===== src/rtl/div_pkg.sv =====
// Shared types and constants for the sequential divider controller.
package div_pkg;

  localparam int unsigned DATA_W = 16;
  localparam int unsigned TAG_W  = 4;
  localparam int unsigned FLAG_W = 3;

  // Bit positions inside resp_flags.
  localparam int unsigned FLAG_DBZ = 0;
  localparam int unsigned FLAG_OVF = 1;
  localparam int unsigned FLAG_TMO = 2;

  localparam logic [DATA_W-1:0] INT16_MIN = 16'h8000;
  localparam logic [DATA_W-1:0] DBZ_QUOT  = 16'hFFFF;

  typedef enum logic [1:0] {
    S_IDLE  = 2'd0,
    S_START = 2'd1,
    S_WAIT  = 2'd2,
    S_RESP  = 2'd3
  } state_t;

  typedef struct packed {
    logic [DATA_W-1:0] quot;
    logic [DATA_W-1:0] rem;
    logic [FLAG_W-1:0] flags;
  } resp_t;

endpackage


===== src/rtl/div_special_chk.sv =====
// Detects operand pairs the divider must not see and supplies their results.
module div_special_chk
  import div_pkg::*;
(
  input  logic [DATA_W-1:0] dividend,
  input  logic [DATA_W-1:0] divisor,
  output logic              special_c,
  output resp_t             resp_c
);

  logic dbz;
  logic ovf;

  // Classify the operands and build the canned response.
  always_comb begin
    dbz       = (divisor == '0);
    ovf       = (dividend == INT16_MIN) && (divisor == DBZ_QUOT);
    special_c = dbz || ovf;
    resp_c    = '0;
    if (dbz) begin
      resp_c.quot            = DBZ_QUOT;
      resp_c.rem             = dividend;
      resp_c.flags[FLAG_DBZ] = 1'b1;
    end else if (ovf) begin
      resp_c.quot            = INT16_MIN;
      resp_c.rem             = '0;
      resp_c.flags[FLAG_OVF] = 1'b1;
    end
  end

endmodule


===== src/rtl/div_seq_ctrl.sv =====
// Request/response front end that sequences an external 16-bit signed divider.
module div_seq_ctrl
  import div_pkg::*;
#(
  parameter int unsigned TIMEOUT_CYCLES = 48
) (
  input  logic              clk,
  input  logic              reset,
  input  logic              req_valid,
  output logic              req_ready,
  input  logic [DATA_W-1:0] req_dividend,
  input  logic [DATA_W-1:0] req_divisor,
  input  logic [TAG_W-1:0]  req_tag,
  output logic              resp_valid,
  input  logic              resp_ready,
  output logic [DATA_W-1:0] resp_quotient,
  output logic [DATA_W-1:0] resp_remainder,
  output logic [TAG_W-1:0]  resp_tag,
  output logic [FLAG_W-1:0] resp_flags,
  output logic              div_start,
  output logic [DATA_W-1:0] div_dividend,
  output logic [DATA_W-1:0] div_divisor,
  input  logic [DATA_W-1:0] div_quotient,
  input  logic [DATA_W-1:0] div_remainder,
  input  logic              div_done
);

  localparam int unsigned CNT_W = $clog2(TIMEOUT_CYCLES + 1);

  state_t            state_q, state_d;
  resp_t             resp_q, resp_d;
  logic [TAG_W-1:0]  tag_q, tag_d;
  logic [DATA_W-1:0] opa_q, opa_d;
  logic [DATA_W-1:0] opb_q, opb_d;
  logic [CNT_W-1:0]  cnt_q, cnt_d;
  logic              req_ready_d, resp_valid_d, div_start_d;
  logic              special_c;
  resp_t             sp_resp_c;
  logic              accept;
  logic              timeout;

  div_special_chk u_special_chk (
    .dividend  (req_dividend),
    .divisor   (req_divisor),
    .special_c (special_c),
    .resp_c    (sp_resp_c)
  );

  assign accept  = req_valid && req_ready;
  assign timeout = (cnt_q == CNT_W'(TIMEOUT_CYCLES - 1));

  // State and all registered outputs/datapath.
  always_ff @(posedge clk) begin
    if (reset) begin
      state_q    <= S_IDLE;
      req_ready  <= 1'b1;
      resp_valid <= 1'b0;
      div_start  <= 1'b0;
      resp_q     <= '0;
      tag_q      <= '0;
      opa_q      <= '0;
      opb_q      <= '0;
      cnt_q      <= '0;
    end else begin
      state_q    <= state_d;
      req_ready  <= req_ready_d;
      resp_valid <= resp_valid_d;
      div_start  <= div_start_d;
      resp_q     <= resp_d;
      tag_q      <= tag_d;
      opa_q      <= opa_d;
      opb_q      <= opb_d;
      cnt_q      <= cnt_d;
    end
  end

  // Next-state selection.
  always_comb begin
    state_d = state_q;
    case (state_q)
      S_IDLE:  if (accept) state_d = special_c ? S_RESP : S_START;
      S_START: state_d = S_WAIT;
      S_WAIT:  if (div_done || timeout) state_d = S_RESP;
      S_RESP:  if (resp_ready) state_d = S_IDLE;
      default: state_d = S_IDLE;
    endcase
  end

  // Next values for the registered outputs and datapath.
  always_comb begin
    req_ready_d  = (state_d == S_IDLE);
    resp_valid_d = (state_d == S_RESP);
    div_start_d  = (state_d == S_START);
    resp_d       = resp_q;
    tag_d        = tag_q;
    opa_d        = opa_q;
    opb_d        = opb_q;
    cnt_d        = '0;
    case (state_q)
      S_IDLE: begin
        if (accept) begin
          opa_d = req_dividend;
          opb_d = req_divisor;
          tag_d = req_tag;
          if (special_c) resp_d = sp_resp_c;
        end
      end
      S_WAIT: begin
        cnt_d = cnt_q + CNT_W'(1);
        if (div_done) begin
          resp_d.quot  = div_quotient;
          resp_d.rem   = div_remainder;
          resp_d.flags = '0;
        end else if (timeout) begin
          resp_d                 = '0;
          resp_d.flags[FLAG_TMO] = 1'b1;
        end
      end
      default: ;
    endcase
  end

  assign resp_quotient  = resp_q.quot;
  assign resp_remainder = resp_q.rem;
  assign resp_flags     = resp_q.flags;
  assign resp_tag       = tag_q;
  assign div_dividend   = opa_q;
  assign div_divisor    = opb_q;

endmodule


===== config.mk =====
export PLATFORM = sky130hd
export DESIGN_NAME = div_seq_ctrl
export DESIGN_NICKNAME = d
export VERILOG_FILES = /design/src/rtl/div_pkg.sv /design/src/rtl/div_special_chk.sv /design/src/rtl/div_seq_ctrl.sv
export SDC_FILE = /design/constraint.sdc
export NUM_CORES = 1
export LEC_CHECK = 0
export BUFFER_PORTS_ARGS = -buffer_cell sky130_fd_sc_hd__buf_2
export CORE_MARGIN = 4
export CORE_UTILIZATION = 30
export CTS_BUF_LIST = sky130_fd_sc_hd__clkbuf_8
export DETAILED_ROUTE_END_ITERATION = 10
export SETUP_SLACK_MARGIN = 0.4
export SYNTH_ARGS = -nofsm -noshare
export SYNTH_HDL_FRONTEND = slang
export SYNTH_SLANG_ARGS = --single-unit
export TNS_END_PERCENT = 10

===== constraint.sdc =====
create_clock -name clk -period 2.3 [get_ports clk]
set_clock_uncertainty 0.1 [all_clocks]
set_input_delay 0.115 -clock clk [delete_from_list [all_inputs] [get_ports clk]]
set_output_delay 0.115 -clock clk [all_outputs]
set_load 0.05 [all_outputs]

; After elaboration in Yosys (flattened, before gate mapping)
; Index checks and enable logic that the tools add are counted.
[op_classes]
bitwise = 1
n_div = 0
mul = 0
muxes = 15
shifts = 0
eq_ne = 11
order_cmp = 0
n_addsub = 1
n_reduce_logical = 11
[op_table]
columns = op, n
row1 = $mux 35, 4
row2 = $pmux 35 s2, 1
row3 = $mux 32, 2
row4 = $eq 16x16->1 const B, 2
row5 = $logic_not 16->1, 1
row6 = $mux 2, 4
row7 = $pmux 2 s4, 1
row8 = $add 6x1->6 const B, 1
row9 = $eq 2x2->1 const B, 3
row10 = $eq 6x6->1 const B, 1
row11 = $eq 2x1->1 const B, 2
row12 = $logic_not 2->1, 2
row13 = $ne 2x2->1 const B, 2
row14 = $reduce_and 4->1, 1
row15 = $mux 1, 3
row16 = $ne 3x3->1 const B, 1
row17 = $logic_and 1x1->1, 2
row18 = $logic_or 1x1->1, 2
row19 = $reduce_and 2->1, 1
row20 = $reduce_bool 2->1, 1
row21 = $reduce_or 2->1, 1
row22 = $not 1->1, 1
[totals]
reg_bits = 82
n_memories = 0
elab_cells = 50
ramBits = 0
mem_bits_ro = 0
latch_bits = 0

; Logic depth before layout (Yosys ltp)
; Gate-level depths: netlist (run 1).
[depth]
word_depth = 7
ltp_mapped = 8
mapped_depth_nobuf = 6

; Hierarchy
; A second synthesis (run 1) with hierarchy kept.
[hier_totals]
hier_cells = 494
hier_area_um2 = 3903.7
[by_module_without_submodules]
columns = mod, n_inst, seq_area_each_um2, area_per_inst_um2, cells_each
row1 = div_seq_ctrl, 1, 1641.6, 3530.9, 440
row2 = div_special_chk, 1, 0.0, 372.9, 54

; Worst setup path before layout (run 1)
; No wires, ideal clock.
[synth_path]
path_kind = register to register
start = register req_ready
end = register resp_q (netlist bit resp_flags[2])
setup_slack_ps = 411
t_arrival_ps = 1666
required_ps = 2077
path_stages_with_launch = 6
setup_ps = 123
n_path_buf = 0
path_cell_list = dfxtp_1 -> nand2_1 -> o21ai_0 -> o21bai_1 -> nor2_8 -> mux2_1
[synth_between]
elab_chain_cells = 3
[synth_lines]
columns = element, line_no
row1 = from (decl), div_seq_ctrl.sv:10  ; output logic req_ready,
row2 = from (signal assigned), div_seq_ctrl.sv:66  ; req_ready <= req_ready_d;
row3 = $logic_and 1x1->1, div_seq_ctrl.sv:49  ; assign accept = req_valid && req_ready;
row4 = $ne 2x2->1 (no source line), --
row5 = $reduce_and 4->1 (no source line), --
row6 = to (signal assigned), div_seq_ctrl.sv:69  ; resp_q <= resp_d;
row7 = to (decl), div_seq_ctrl.sv:31  ; resp_t resp_q, resp_d;
; No other way between the ends.
; A chain may end at the register's enable or synchronous reset.

; Worst setup path in the final report (run 1)
[layout_path]
start = register cnt_q[0]
end = register resp_q (netlist bit resp_flags[2])
[layout_between]
elab_chain_cells = 3
[layout_lines]
columns = element, line_no
row1 = from (decl), div_seq_ctrl.sv:35  ; logic [CNT_W-1:0] cnt_q, cnt_d;
row2 = from (signal assigned), div_seq_ctrl.sv:73  ; cnt_q <= cnt_d;
row3 = $eq 6x6->1, div_seq_ctrl.sv:50  ; assign timeout = (cnt_q == CNT_W'(TIMEOUT_CYCLES - 1));
row4 = $ne 3x3->1 (no source line), --
row5 = $reduce_and 4->1 (no source line), --
; No other way between the ends.

==> key figures, run 1 <==
Cells and area
  – # fillers: between 1000 and 1500
  – P&R area growth vs syn: 42.5%
  – Register area: 1640 um2
  – Area of the multi-input gates: 1690 um2
  – Final core utilization: 43.8%
  – Layout cells sized above 1: between 30% and 40%
  – Layout Nets: 637
  – N_diodes: 0

Route
  – Routed vias: 3577
  – Initial DRC Count: about 260
  – Antenna-violating nets left: 0
  – Residual DRC: 0
  – Number of iterations in the first detailed-routing pass: 5
  – Wire per inst: 16.4 um
  – DRT Wirelength: 11.7 mm
  – Via-per-instance ratio: 5.05

STA
  – Period utilization: 79.0%
  – Min Clock Period, post-route: approximately 1800 ps
  – Final number of hold-violating endpoints: 0
  – Final setup TNS: 0 ps
  – Setup violators final: 0
  – RSZ-0062 raised after global routing: yes
  – Worst Max-Slew Pin Slew: 678 ps
  – Slew Limit Fails: 0
  – Slew Limit Headroom: 54.8%
  – Fmax: 0.550 GHz

Min path
  – Worst hold path type: in -> reg
  – Worst hold stages: 3

Logic synthesis
  – Syn Nets: 462
  – Top post-synthesis cells by area: dfxtp_1 47%, a21oi_1 12%, a211oi_2 11%
  – Asr flop ratio synth: 0%
  – Yosys reg bits: 82
  – Most frequent cells after synthesis: 82 x a21oi_1, 82 x dfxtp_1, 78 x nand2_1, 30 x a211oi_2, 18 x clkbuf_1
  – Sequential fraction of the synthesis area: 46.8%
  – Avg Inst Size Synth: about 9 um2
  – Most common flop cell mapped by yosys: dfxtp_1
  – Netlist cell types: 39
  – Yosys top cell area share: between 40% and 50%
  – Dominant cell type by area after synthesis: dfxtp_1
  – Post-synth EDFFs: 0
  – Synth Cell Area: 3510 um2
  – Synth Warn #: 0
  – Syn Inst Count: 388

Critical path
  – R2R cell count: 6
  – CP required: 2430 ps
  – Maximum fanout along the worst path: 6
  – Cells along the critical path: ha_1 > nand3_1 > nor3_2 > o21bai_2 > nor2_8 > mux2_1
  – Worst path max stage delay: 380 ps
  – CP max-delay cell: dfxtp_1
  – Crit start category: flip-flop
  – Buf+Inv Stages, Crit Path: 0
  – Critical path arrival: 1940 ps
  – Crit end category: flip-flop
  – CP top delay family: simple AND/OR/NAND/NOR gates
  – Setup CP Type: reg -> reg
  – Cell count along the critical path: 6

Clocking
  – Clk slew on worst S/H paths: about 80 ps
  – CTS max path bufs: 2
  – CTS H-tree lvls: 3
  – Num Clock Sinks: 82
  – Clock root buffer: clkbuf_8
  – Later-pin clock latency in the skew report: 340 ps
  – Total CTS buffers: 9
  – CTS tree: yes

Pwr
  – P per Cell Area: 754 nW/um2
  – Design Power: 3.77 mW
  – VDD IR-drop max: 0.000290 V
  – Leak: 2.08 nW

Floorplanning
  – Starting Density: 30.7%
  – Cell row count: 39
  – I/O pin total: 147
  – Core ar.: 11400 um2
  – Die width: between 100 and 150 um
  – Die Area: 13500 um2
  – Die Ht: 116 um

GRT
  – GRT Total Usage: 16.5%
  – Pin count of the biggest net entering global routing: 46
  – First-pass GRT wire length: 17.6 mm
  – GRT Residual Overflow: 0
  – Initial antenna violation count: 0
  – Vias in the first global route: 3528

Placed design
  – Final Wtd Congestion: 0.878
  – Number of port buffers: between 100 and 150
  – Dpl hpwl: a little under 8 mm

Job
  – Max_cap viols: 0

Status
  – Status: finished, final reports clean
==> final cells by class <==
type,instances,area share [%]
Inverter,2,0.150
Tap cell,143,3.58
Clock buffer,9,2.48
Sequential cell,82,32.8
Timing Repair Buffer,195,26.1
Multi-Input combinational cell,273,33.8
Clock inverter,5,1.00
==> metrics by stage <==
step	hold slack [ps]	cells	setup slack, ps	instance area (um2)
2_1_floorplan	151	388	411	3510
3_3_place_gp	258	654	296	4370
3_5_place_dp	268	654	278	4370
5_1_grt	23.2	709	363	5000
6_report	39.8	709	483	5000
4_1_cts	16.6	706	376	4930
==> what timing repair did <==
action                                  in CTS  in global routing
gates resized for setup                      1                  3
hold buffers                                38                  0
buffers inserted                             0                  1
endpoints found under the hold margin       38                  0
cloned                                       0                  2
endpoints found under the setup margin      33                 66
pin swaps                                    0                  3
==> cell usage in the layout, fill, tap and decap left out, types with 2 or more instances in the layout <==
cell type / n
nor2b_1: 2
nor3_1: 2
inv_1: 4
a21oi_1: 82
nand4_1: 5
dfxtp_1: 82
buf_12: 6
xor2_1: 3
clkbuf_16: 2
nor4_1: 7
buf_2: 145
dlygate4sd3_1: 38
o21ai_0: 3
nor2_2: 3
nand2_1: 78
a211oi_2: 30
a22oi_1: 17
o21bai_1: 2
nor2_1: 10
clkbuf_8: 9
buf_4: 4
nand3_1: 5
a211oi_1: 2
a21boi_0: 2
==> path summary, 6_finish.rpt <==
kind                                  startpoint          endpoint  slack (ps)
worst max-delay path                    cnt_q[0]     resp_flags[2]         480
worst min-delay path             div_quotient[8]  resp_quotient[8]          40
worst max register to register          cnt_q[0]     resp_flags[2]         480
worst min register to register  div_dividend[12]  div_dividend[12]         360
==> cell families after synthesis <==
family | synth area share (%)
and+or+nand+nor | 16.1
adders and majority gates | 0.357
DFF | 46.8
muxes | 0.321
xor gates and xnor gates | 0.999
buffers and inverters | 5.56
AOI/OAI and AO/OA | 29.9
==> routing by layer <==
metal	share of wire (%)	global-route usage (%)
met2	48	27.3
met4	1.9	6.11
met5	0	0
met3	7.3	4.46
met1	43	20.8
==> sequential cells by signal (all words and copies together) (netlist names) <==
register	cells
div_dividend	16
div_divisor	16
resp_remainder	16
resp_quotient	16
state_q	2
cnt_q	6
div_start	1
req_ready	1
resp_valid	1
resp_flags	3
resp_tag	4
==> worst min-delay path, delay by kind of cell <==
family | cells | cell delay [ps]
AOI/OAI and AO/OA | 2 | 220
buffers and inverters | 1 | 100
==> power breakdown <==
group	switching (mW)	total, mW	internal (mW)
logic	0.810	1.19	0.380
clock network	0.494	0.974	0.481
registers	0.0678	1.60	1.54
total	1.37	3.77	2.40
Note: power is estimated with default switching activity, not from simulation.
==> run 2: changes to the inputs <==
Settings changed: ABC_AREA set to 1.
Clock period 2.3 ns to 1.8 ns, I/O delays scaled along.
==> run 2 against run 1 <==
First-iteration DRC count decreased by 13%; sequential share of layout area decreased by 3.3 points; fmax increased by 14%; flip-flop and latch count unchanged; cell area increased by 11%; hold slack got worse by 34 ps; register-to-register slack got worse by 280 ps; synthesized area increased by 6.2%; clock power increased by 52%; via count increased by 17%; synthesized cell count increased by 48%; clock-buffer cell count unchanged; critical endpoint is now resp_quotient[8]; largest cell class unchanged; largest power group unchanged.
==> key figures, run 2 <==
Route
  – Antenna-violating nets left: 0
  – Routed vias: 4192
  – Number of iterations in the first detailed-routing pass: 6
  – Wire per inst: 13.4 um
  – DRT Wirelength: 12.5 mm
  – Via-per-instance ratio: 4.48
  – Initial DRC Count: 225
  – Residual DRC: 0

Logic synthesis
  – Netlist cell types: 23
  – Most frequent cells after synthesis: 168 x nor2_1, 119 x nand2_1, 82 x dfxtp_1, 42 x nand3_1, 38 x a21oi_1
  – Top post-synthesis cells by area: dfxtp_1 44%, nor2_1 17%, nand2_1 12%
  – Syn Inst Count: 574
  – Most common flop cell mapped by yosys: dfxtp_1
  – Synth Cell Area: ~3700 um2
  – Sequential fraction of the synthesis area: 44.1%
  – Post-synth EDFFs: 0
  – Dominant cell type by area after synthesis: dfxtp_1
  – Avg Inst Size Synth: 6.49 um2
  – Yosys top cell area share: around 44%
  – Syn Nets: 648
  – Synth Warn #: 0
  – Yosys reg bits: 82
  – Asr flop ratio synth: 0%
  – Most numerous cell in the Yosys netlist: nor2_1

STA
  – Slew Limit Fails: 0
  – Setup violators final: 0
  – Fmax: 0.628 GHz
  – Worst hold slack: 6.30 ps
  – Worst Max-Slew Pin Slew: 286 ps
  – Slew Limit Headroom: between 80% and 90%
  – Period utilization: 88.5%
  – Final number of hold-violating endpoints: 0
  – Final setup TNS: 0 ps
  – RSZ-0062 raised after global routing: yes
  – Min Clock Period, post-route: 1590 ps

Clocking
  – CTS max path bufs: 2
  – Total CTS buffers: 9
  – Clk slew on worst S/H paths: 90 ps
  – Clock root buffer: clkbuf_8
  – Num Clock Sinks: 82
  – CTS H-tree lvls: 3
  – CTS tree: yes
  – Later-pin clock latency in the skew report: around 360 ps

Cells and area
  – Commonest non-fill, non-tap cell in the layout: nor2_1
  – # fillers: 1227
  – N_diodes: 0
  – Non-Filler Instances: 935
  – Layout Nets: 836
  – Commonest non-fill, non-tap cells in the layout: 163 x nor2_1, 146 x buf_2, 116 x nand2_1
  – P&R area growth vs syn: 49.6%
  – Layout cells sized above 1: 29.1%

Critical path
  – R2R cell count: 10
  – Maximum fanout along the worst path: 8
  – Critical R2R Capture: resp_quotient[8]
  – R2R Path Start: cnt_q[0]
  – Setup CP Type: reg -> reg
  – Critical path arrival: 1790 ps
  – Crit start category: flip-flop
  – Reg2reg setup slack: 210 ps
  – CP required: 2000 ps
  – Crit end category: flip-flop

Floorplanning
  – Starting Density: 30.9%
  – Core ar.: 12100 um2
  – I/O pin total: around 150
  – Cell row count: 40
  – Die width: 119 um
  – Die Ht: 119 um
  – Die Area: 14300 um2

Placed design
  – Dpl hpwl: 8.47 mm
  – Number of placed instances, taps included: 866
  – Final Wtd Congestion: 0.807
  – Number of port buffers: 146

Pwr
  – P per Cell Area: 1040 nW/um2
  – Design Power: 5.78 mW
  – Leak: 2.83 nW
  – VDD IR-drop max: roughly 0.00038 V

Job
  – Max_cap viols: 0

Min path
  – Worst hold stages: 5
  – Hold wc startpoint: div_quotient[11]
  – Worst hold path type: in -> reg
  – Hold worst-path end: resp_quotient[11]

Status
  – Status: finished, final reports clean

GRT
  – GRT Total Usage: about 17%
  – GRT Residual Overflow: 0
  – Vias in the first global route: 4169
  – Pin count of the biggest net entering global routing: 56
  – Initial antenna violation count: 0
  – First-pass GRT wire length: 20.0 mm
run 2: changes by cell type after synthesis, sizes merged, moves of 17 or more:
| cell | before | now |
|---|---|---|
| nand2 | 78 | 119 |
| nand3 | 5 | 44 |
| a211oi | 32 | 0 |
| inv | 2 | 42 |
| a22oi | 17 | 0 |
| nor2 | 14 | 169 |
| a21oi | 83 | 38 |
| o21ai | 3 | 38 |
run 2: final cells by class:
cell class / instances / area, um2 / share of cell area (%)
clock buffers: 9 / 124 / 2.22
clock inverters: 7 / 93.8 / 1.68
inverters: 42 / 158 / 2.83
multi-input cells: 415 / 1840 / 33.0
flip-flops and latches: 82 / 1650 / 29.6
well taps: 168 / 210 / 3.77
repair buffers: 212 / 1500 / 26.9
run 2: critical path: stages, from the launching register on:
cell and delay [ps]:
dfxtp_2 360, ha_4 160, nand3_4 80, nor2_4 140
nand3_2 100, nand3_4 130, nand2_4 100, buf_12 150
nand2_2 50, nand2_2 50, nor2_1 110
run 2: cell families after synthesis:
family                     count (synthesis)  synth area share [%]
buffers and inverters                     77                  8.83
xor gates and xnor gates                   1                 0.235
adders and majority gates                  1                 0.336
DFF                                       82                  44.1
and+or+nand+nor                          335                  35.9
AOI/OAI and AO/OA                         78                  10.6
run 2: worst max-delay path by stage:
stage | start | to | slack, ps | cells past startpoint
floorplan | cnt_q[1] | div_start | 330 | 9
global placement | state_q[1] | resp_remainder[7] | 190 | 10
detailed placement | state_q[0] | resp_quotient[0] | 140 | 8
CTS | cnt_q[1] | resp_quotient[4] | 250 | 10
global route | cnt_q[0] | resp_quotient[8] | 100 | 10
finish | cnt_q[0] | resp_quotient[8] | 210 | 10
run 2: per-stage QoR:
stage | setup WS, ps | utilization [%] | area, um2
2_1_floorplan | 335 | - | 3770
3_3_place_gp | 194 | 38.7 | 4670
3_5_place_dp | 145 | 38.7 | 4670
4_1_cts | 246 | 45.4 | 5480
5_1_grt | 101 | 46.2 | 5570
6_report | 208 | 46.2 | 5570
run 2: what timing repair did:
item | 4_1_cts | 5_1_grt
buffers inserted | 2 | 2
endpoints found under the hold margin | 51 | 0
resized for setup | 18 | 7
endpoints found under the setup margin | 76 | 79
pin swaps | 5 | 5
cloned | 2 | 2
hold buffers | 45 | 0
run 2: power by group:
group | switching (mW) | internal, mW
logic | 1.48 | 0.661
registers | 0.122 | 2.04
clock network | 0.701 | 0.781
run 2: routing by layer:
metal | global-route usage [%] | share of wire (%) | routed length (um) | vias to the layer above
met1 | 20.0 | 43 | 5430 | 1885
met5 | 0 | 0 | 0 | -
met3 | 4.94 | 5.8 | 720 | 25
met4 | 6.23 | 2.4 | 299 | 0
li1 | - | - | - | 2161
met2 | 30.0 | 48 | 6070 | 121
==> run 3: changes to the inputs <==
Settings changed: GPL_TIMING_DRIVEN set to 0.
==> run 3 against run 2 <==
Setup slack better by 6.1 ps; sequential share of layout area decreased by 0.42 points; clock power grew 3%; total power about the same; core utilization grew 0.69 points; largest power group unchanged; flip-flop and latch count did not move; clock-buffer cell count up 1; hold slack improved by 6.4 ps; largest cell class unchanged; cell area is 1.5% higher; non-clock buffer count grew 30; global-route usage is 0.98 points higher.
==> key figures, run 3 (same netlist as run 2, synthesis figures left out) <==
Cells and area
  – Commonest non-fill, non-tap cells in the layout: 166 x nor2_1, 150 x buf_2, 117 x nand2_1
  – P&R area growth vs syn: 51.9%
  – Final core utilization: a little under half
  – Commonest non-fill, non-tap cell in the layout: nor2_1
  – Final instance area: 5660 um2
  – # fillers: 1257
  – N_diodes: 0
  – Layout cells sized above 1: 28.7%
  – Layout Nets: 866

Floorplanning
  – I/O pin total: 147
  – Die Ht: 119 um
  – Die width: 119 um
  – Cell row count: 40
  – Die Area: 14300 um2
  – Core ar.: 12100 um2
  – Starting Density: a little under a third

Min path
  – Worst hold path type: in -> reg
  – Worst hold stages: 5
  – Hold worst-path end: resp_quotient[6]
  – Hold wc startpoint: div_quotient[6]

Route
  – Via-per-instance ratio: 4.41
  – DRT Wirelength: 13.0 mm
  – Wire per inst: 13.4 um
  – Antenna-violating nets left: 0
  – Routed vias: 4256
  – Initial DRC Count: a little over 300
  – Number of iterations in the first detailed-routing pass: 4
  – Residual DRC: 0

Pwr
  – Design Power: 5.78 mW
  – P per Cell Area: 1020 nW/um2
  – VDD IR-drop max: 0.000338 V
  – Leak: 2.88 nW

GRT
  – GRT Residual Overflow: 0
  – Global Route met3 Usage: 3.75%
  – Pin count of the biggest net entering global routing: 15
  – Vias in the first global route: 4128
  – First-pass GRT wire length: 20.7 mm
  – GRT Total Usage: 18.2%
  – GR Layer Usage met2: 30.1%
  – Initial antenna violation count: 0
  – Gr busiest metal: met2
  – M1 GR Usage: 23.2%

Critical path
  – Maximum fanout along the worst path: 6
  – CP max-delay cell: dfxtp_2
  – Crit end category: flip-flop
  – Cells along the critical path: ha_4 > nand3_4 > nor2_4 > nand3_2 > nand3_4 > buf_6 > buf_6 > nand3_1 > nand2_1 > nor2_1
  – Critical R2R Capture: resp_remainder[5]
  – Setup CP Type: reg -> reg
  – R2R cell count: 10
  – CP required: 1960 ps
  – Cell count along the critical path: 10
  – Critical path arrival: about 1700 ps
  – Worst path max stage delay: 360 ps
  – Crit start category: flip-flop
  – CP top delay family: simple AND/OR/NAND/NOR gates
  – R2R Path Start: cnt_q[0]
  – Reg2reg setup slack: 210 ps
  – Buf+Inv Stages, Crit Path: 2

Job
  – Max_cap viols: 0

Status
  – Status: finished, final reports clean

STA
  – RSZ-0062 raised after global routing: yes
  – Worst Max-Slew Pin Slew: around 540 ps
  – Fmax: about 0.63 GHz
  – Final setup TNS: 0 ps
  – Period utilization: 88.1%
  – Slew Limit Fails: 0
  – Setup WS post-layout: roughly 210 ps
  – Min Clock Period, post-route: about 1600 ps
  – Setup violators final: 0
  – Final number of hold-violating endpoints: 0
  – Slew Limit Headroom: between 60 and 70%

Placed design
  – Placed inst area: 4710 um2
  – Setup WS pre-CTS: -5.20 ps
  – Dpl hpwl: 9.09 mm
  – Number of port buffers: ~150
  – Final Wtd Congestion: around 0.83

Clocking
  – CTS H-tree lvls: 3
  – Clk slew on worst S/H paths: 90 ps
  – CTS tree: yes
  – Num Clock Sinks: 82
  – Total CTS buffers: 9
  – Clock root buffer: clkbuf_8
  – CTS max path bufs: 2
  – Later-pin clock latency in the skew report: around 360 ps
## run 3: changes by cell type in the layout (fill, tap and decap cells not counted), sizes merged
cell | before | now
inv | 44 | 43
clkbuf | 11 | 24
buf | 165 | 174
dlygate4sd3 | 45 | 54
clkinvlp | 1 | 2
clkinv | 2 | 1
## run 3: layer usage
layer / up-vias / part of all wire (%)
li1: 2223 / -
met4: 0 / 1.9
met5: - / 0
met1: 1891 / 46
met2: 125 / 46
met3: 17 / 5.8
## run 3: final cells by class
class                      instances  area (um2)  area share [%]
sequential                        82        1650            29.2
buffer                            35         216            3.83
multi-input combinational        415        1870            33.0
tap                              168         210            3.72
clock buffer                      10         138            2.43
timing repair buffer             207        1330            23.5
clock inverter                     6        88.8            1.57
inverter                          42         158            2.79
## run 3: worst max path at each step
stage / from / endpoint / slack, ps
4_1_cts: cnt_q[0] / resp_flags[1] / 260
3_3_place_gp: state_q[0] / div_dividend[6] / -30
6_report: cnt_q[0] / resp_remainder[5] / 210
3_5_place_dp: state_q[1] / resp_remainder[11] / -5
2_1_floorplan: cnt_q[1] / div_start / 330
5_1_grt: cnt_q[1] / resp_remainder[1] / 140
## run 3: worst min-delay path, cell delays in order
cell	delay [ps]
buf_2	90
nand3_1	70
nand2_1	60
nor2_1	40
nor2_1	90
## run 3: stage by stage
step / hold WS (ps) / cells
6_report: 12.7 / 965
5_1_grt: 45.5 / 965
4_1_cts: 0.230 / 965
3_5_place_dp: 221 / 887
3_3_place_gp: 222 / 887
2_1_floorplan: 62.4 / 574
## run 3: power breakdown
| part | total, mW | internal, mW | switching (mW) |
|---|---|---|---|
| registers | 2.16 | 2.04 | 0.120 |
| logic | 2.09 | 0.611 | 1.48 |
| clock network | 1.53 | 0.821 | 0.707 |
| total | 5.78 | 3.47 | 2.31 |
## run 3: timing repair
item                                    4_1_cts  5_1_grt
endpoints found under the setup margin       82       82
hold endpoints to repair                     61        0
buffers inserted                              8        0
hold buffers                                 54        0
pin swaps                                     6        1
resized for setup                            20        9
